### config.mk
export PLATFORM = sky130hd
export DESIGN_NAME = m_dm_arbiter_flat
export DESIGN_NICKNAME = d
export VERILOG_FILES = /design/src/rtl/m_dm_arbiter_if.sv /design/src/rtl/m_dm_arbiter.sv /design/src/flat_wrapper.sv
export SDC_FILE = /design/constraint.sdc
export NUM_CORES = 1
export LEC_CHECK = 0
export BUFFER_PORTS_ARGS = -buffer_cell sky130_fd_sc_hd__clkbuf_2
export CORE_AREA = 3 3 119 121
export CTS_CLUSTER_SIZE = 8
export DETAILED_ROUTE_END_ITERATION = 6
export DIE_AREA = 0 0 122 124
export MAX_ROUTING_LAYER = met4
export PLACE_DENSITY_LB_ADDON = 0.15
export RECOVER_POWER = 25
export SLEW_MARGIN = 20
export SYNTH_ARGS = -nofsm -noshare
export SYNTH_HDL_FRONTEND = slang
export SYNTH_SLANG_ARGS = --single-unit
### constraint.sdc
create_clock -name clk -period 1.55 [get_ports clk]
set_input_delay 0.155 -clock clk [delete_from_list [all_inputs] [get_ports clk]]
set_output_delay 0.155 -clock clk [all_outputs]
set_load 0.05 [all_outputs]
### src/rtl/m_dm_arbiter_if.sv
// Requester-side access port for the data-memory arbiter: request fields in, grant and read return out.
interface m_dm_arbiter_if;
  localparam int unsigned AW = 32;
  localparam int unsigned DW = 32;
  localparam int unsigned BW = 4;

  logic          req;
  logic          we;
  logic [AW-1:0] addr;
  logic [DW-1:0] wdata;
  logic [BW-1:0] byteen;
  logic          gnt;
  logic          rvalid;
  logic [DW-1:0] rdata;

  modport master (output req, we, addr, wdata, byteen, input gnt, rvalid, rdata);
  modport slave  (input req, we, addr, wdata, byteen, output gnt, rvalid, rdata);
endinterface

### src/rtl/m_dm_arbiter.sv
// Single-port data-memory arbiter between CPU (c) and external master (e).
// C wins conflicts until E has lost MAX_WAIT times; reads return one cycle later to their issuer.
module m_dm_arbiter #(
  parameter int unsigned MAX_WAIT = 4
) (
  input  logic                 clk,
  input  logic                 reset,
  m_dm_arbiter_if.slave        c,
  m_dm_arbiter_if.slave        e,
  output logic                 dm_en,
  output logic [3:0]           dm_byteen,
  output logic [31:0]          dm_addr,
  output logic [31:0]          dm_wdata,
  input  logic [31:0]          dm_rdata
);
  localparam int unsigned CW = 4;
  localparam logic [CW:0] MAX_W = 5'(MAX_WAIT);

  logic [CW-1:0] wait_cnt;
  logic [CW:0]   wait_diff;
  logic          e_forced;
  logic          rd_pend;
  logic          rd_owner;
  logic          c_gnt;
  logic          e_gnt;
  logic          gnt_we;

  // Sign bit of the widened difference tells whether E has aged enough to win.
  assign wait_diff = {1'b0, wait_cnt} - MAX_W;
  assign e_forced  = ~wait_diff[CW];

  always_comb begin
    c_gnt = 1'b0;
    e_gnt = 1'b0;
    if (!reset) begin
      if (c.req && e.req) begin
        if (e_forced) e_gnt = 1'b1;
        else          c_gnt = 1'b1;
      end else begin
        c_gnt = c.req;
        e_gnt = e.req;
      end
    end
  end

  assign c.gnt = c_gnt;
  assign e.gnt = e_gnt;

  always_comb begin
    dm_en     = 1'b0;
    dm_byteen = '0;
    dm_addr   = '0;
    dm_wdata  = '0;
    gnt_we    = 1'b0;
    if (c_gnt) begin
      dm_en     = 1'b1;
      gnt_we    = c.we;
      dm_addr   = {c.addr[31:2], 2'b00};
      dm_wdata  = c.wdata;
      dm_byteen = c.we ? c.byteen : 4'b0000;
    end else if (e_gnt) begin
      dm_en     = 1'b1;
      gnt_we    = e.we;
      dm_addr   = {e.addr[31:2], 2'b00};
      dm_wdata  = e.wdata;
      dm_byteen = e.we ? e.byteen : 4'b0000;
    end
  end

  always_ff @(posedge clk) begin
    if (reset) begin
      wait_cnt <= '0;
      rd_pend  <= 1'b0;
      rd_owner <= 1'b0;
    end else begin
      if (e_gnt || !e.req)  wait_cnt <= '0;
      else if (!e_forced)   wait_cnt <= wait_cnt + 4'd1;
      rd_pend <= dm_en && !gnt_we;
      if (dm_en && !gnt_we) rd_owner <= e_gnt;
    end
  end

  // A return still in flight when reset hits is dropped, not delivered.
  assign c.rvalid = rd_pend && !rd_owner && !reset;
  assign e.rvalid = rd_pend &&  rd_owner && !reset;
  assign c.rdata  = c.rvalid ? dm_rdata : 32'h0;
  assign e.rdata  = e.rvalid ? dm_rdata : 32'h0;
endmodule

### src/flat_wrapper.sv
// flat-port wrapper written by rule: the top's interface ports become plain ports
module m_dm_arbiter_flat 
#(
  parameter int unsigned MAX_WAIT = 4
)
  (clk, reset, dm_en, dm_byteen, dm_addr, dm_wdata, dm_rdata, c_req, c_we, c_addr, c_wdata, c_byteen, c_gnt, c_rvalid, c_rdata, e_req, e_we, e_addr, e_wdata, e_byteen, e_gnt, e_rvalid, e_rdata);
  m_dm_arbiter_if c_i ();
  m_dm_arbiter_if e_i ();
  input  logic clk;
  input  logic reset;
  output logic dm_en;
  output logic [3:0] dm_byteen;
  output logic [31:0] dm_addr;
  output logic [31:0] dm_wdata;
  input  logic [31:0] dm_rdata;
  input wire logic [$bits(c_i.req)-1:0] c_req;
  input wire logic [$bits(c_i.we)-1:0] c_we;
  input wire logic [$bits(c_i.addr)-1:0] c_addr;
  input wire logic [$bits(c_i.wdata)-1:0] c_wdata;
  input wire logic [$bits(c_i.byteen)-1:0] c_byteen;
  output wire logic [$bits(c_i.gnt)-1:0] c_gnt;
  output wire logic [$bits(c_i.rvalid)-1:0] c_rvalid;
  output wire logic [$bits(c_i.rdata)-1:0] c_rdata;
  input wire logic [$bits(e_i.req)-1:0] e_req;
  input wire logic [$bits(e_i.we)-1:0] e_we;
  input wire logic [$bits(e_i.addr)-1:0] e_addr;
  input wire logic [$bits(e_i.wdata)-1:0] e_wdata;
  input wire logic [$bits(e_i.byteen)-1:0] e_byteen;
  output wire logic [$bits(e_i.gnt)-1:0] e_gnt;
  output wire logic [$bits(e_i.rvalid)-1:0] e_rvalid;
  output wire logic [$bits(e_i.rdata)-1:0] e_rdata;
  assign c_i.req = c_req;
  assign c_i.we = c_we;
  assign c_i.addr = c_addr;
  assign c_i.wdata = c_wdata;
  assign c_i.byteen = c_byteen;
  assign c_gnt = c_i.gnt;
  assign c_rvalid = c_i.rvalid;
  assign c_rdata = c_i.rdata;
  assign e_i.req = e_req;
  assign e_i.we = e_we;
  assign e_i.addr = e_addr;
  assign e_i.wdata = e_wdata;
  assign e_i.byteen = e_byteen;
  assign e_gnt = e_i.gnt;
  assign e_rvalid = e_i.rvalid;
  assign e_rdata = e_i.rdata;
  m_dm_arbiter #(.MAX_WAIT(MAX_WAIT)) u_core (.clk(clk), .reset(reset), .c(c_i), .e(e_i), .dm_en(dm_en), .dm_byteen(dm_byteen), .dm_addr(dm_addr), .dm_wdata(dm_wdata), .dm_rdata(dm_rdata));
endmodule
==> metrics.txt <==
layout cell share with drive strength beyond 1=0.839; vias in the first global route=2693; RSZ-0062 raised after global routing=yes; area grow syn2layout=260%; Slew headroom=0.600; count of TritonRoute iterations in the first routing pass=4; placed insts=649; sequential share of power=0.076; WHS Path Cells=2; Critical R2R Launch=u_core.wait_cnt[2]$_SDFFE_PP0P_; R2R cell count=4; port bufs=304; top cells by area, synth=a22o_1 (39%), and2_1 (30%), dfxtp_1 (8.7%), buf_2 (3.3%), buf_4 (3.3%); switching share of power=0.435; Vias=2776; H-tree depth=1; initial antenna violation count=1; total gr overflow=0; Worst-Skew Late Latency=0.23 ns; Reg clk slew, reported paths=0.03 ns; Initial Util=0.104; Mapped Cells=180; FP Rows=42; most frequent cells in the layout=clkbuf_2 (171), buf_12 (48), and2_1 (37); Critical Path RT=1.39 ns; crit path max fanout=17; storage element area=123 um2; Horiz. Die Dim=122 um; cell taking the most area after synthesis=a22o_1; leakage=2.53 nW; Yosys Warn Count=0; Final Cycle Share=1.19; Synth cell types=20; sequential fraction of the synthesis area=0.0874; Worst EP arrival=1.69 ns; Hold Crit Start=e_we; largest net degree at the start of global routing=44; Syn Area/Cell=7.64 um2; first-pass GRT wire length=14200 um; minimum clock period after layout=1.85 ns; Tot GR Track Use=0.120; Cell Area, Synth=1380 um2; post-DP HPWL=8170 um; Fill cells=1312; starting DRC count in detailed routing=82; power share of the clock group=0.190; NetSw=0.000947 W; failing checks=negative setup slack; Yosys top cell area share=0.395; Peak supply drop=319 uV; cts bufs inserted=3; R2R Path End=u_core.rd_pend$_SDFF_PP0_; Pwr Density=440 nW/um2; Synth Register Bits=6; Hold Violations, Final=0; post-route setup slack=-0.296 ns; cell-internal power=0.00123 W; Die Y=124 um; root buf cell=clkbuf_16; run status=finished, violations left; Final Setup Violations=93; combinational fraction of design power=0.735; flop-to-flop setup slack=0.37 ns; area of the multi-input gates=1380 um2; CTS tree=yes; max_cap viols=0; final wirelength=11400 um; Worst Hold Class=in2reg; setup tns final=-17.21 ns; drt drc=0; Achievable Freq=542 MHz; Detail Route Antenna Nets=0; core area=13200 um2; Nets=668; commonest non-fill, non-tap cell in the layout=clkbuf_2; wire length per cell=17.1 um; cts-stage hold buffer count=0; RD Place Congestion=0.767; total power=0.00218 W; worst clock skew=0.000549 ns; final slew viol count=0; WHS Endpoint=u_core.rd_owner$_SDFFE_PP0P_; vias per cell=4.16; CP Capture Type=output pin; Clock Path Buffers=2; worst setup path category=reg2out; clk sink count=6; final cell count without fillers=668; die area=15100 um2; # IOs=311; Startpoint Class=flip-flop; Worst Max-Slew Pin Slew=0.599 ns
## sequential cells by signal (all words and copies together) (netlist names)
register / count
u_core.wait_cnt: 4
u_core.rd_owner: 1
u_core.rd_pend: 1
## repair_timing
action	in CTS	in global routing
resized for setup	142	105
setup endpoints to repair	116	120
pin swaps	4	5
setup buffers	2	4
endpoints found under the hold margin	0	0
cloned	2	7
## critical path: stages (launching register included)
cell and delay, ns:
dfxtp_2 0.32, o21a_1 0.22, nor3b_4 0.22, buf_6 0.17
buf_16 0.16, a32o_2 0.22, buf_12 0.14
## cells in the mapped netlist
library cell,n
nor2_1,4
a22o_1,62
a32o_1,4
or3b_2,1
nor2_2,1
nor3_1,2
nor3b_1,3
nor3b_2,2
o21a_1,1
ha_1,1
inv_1,1
buf_2,9
buf_4,6
clkbuf_1,6
dfxtp_1,6
o21ba_2,1
nand2b_1,2
o32ai_1,1
conb_1,1
and2_1,66
## through the flow
step | hold WS, ns | setup WS [ns] | util | area (um2)
floorplan | 0.276 | -0.0480 | - | 1460
global route | 0.196 | -0.356 | 0.375 | 4950
finish | 0.168 | -0.296 | 0.375 | 4950
CTS | 0.179 | -0.284 | 0.345 | 4550
detailed placement | 0.415 | -0.137 | 0.292 | 3850
global placement | 0.411 | -0.118 | 0.292 | 3850
## power by group through the flow
stage	Clock, W	Combinational, W	Sequential [W]
2_1_floorplan	0	0.000749	0.000166
3_5_place_dp	0	0.00131	0.000166
3_3_place_gp	0	0.00131	0.000166
4_1_cts	0.000421	0.00150	0.000164
6_report	0.000413	0.00160	0.000165
5_1_grt	0.000432	0.00167	0.000165
## worst max-delay path by stage
stage          depth (start not counted)  slack, ns            to                             from
2_1_floorplan                          4      -0.05  dm_wdata[22]  u_core.wait_cnt[2]$_SDFFE_PP0P_
3_5_place_dp                           5      -0.14   dm_wdata[1]  u_core.wait_cnt[2]$_SDFFE_PP0P_
6_report                               6      -0.30  dm_byteen[0]  u_core.wait_cnt[2]$_SDFFE_PP0P_
5_1_grt                                6      -0.36  dm_byteen[1]  u_core.wait_cnt[2]$_SDFFE_PP0P_
3_3_place_gp                           5      -0.12  dm_wdata[20]  u_core.wait_cnt[2]$_SDFFE_PP0P_
4_1_cts                                6      -0.28   dm_addr[17]  u_core.wait_cnt[2]$_SDFFE_PP0P_
## logic make-up (layout without fill, tap and decap cells)
kind of cell,count (synthesis),count (layout),synth area share
DFF,6,6,0.0874
adders and majority gates,1,1,0.00910
buffers and inverters,22,331,0.0846
and+or+nand+nor,81,81,0.373
other,1,4,0.00273
AOI/OAI and AO/OA,69,69,0.443
## layer usage
layer / vias to the layer above / global-route usage / routed length, um
li1: 1292 / - / -
met1: 1279 / 0.133 / 3910
met2: 194 / 0.227 / 6090
met3: 11 / 0.0277 / 1250
met4: 0 / 0.0168 / 159
met5: - / - / 0
## cell type report
type	instances	area share
repair buffers	327	0.635
well taps	176	0.0445
clock buffers	3	0.0152
multi-input cells	154	0.279
inverters	1	0.000758
flip-flops and latches	6	0.0248
diodes	1	0.000505
No activity file was read; power rests on OpenSTA's default activity.
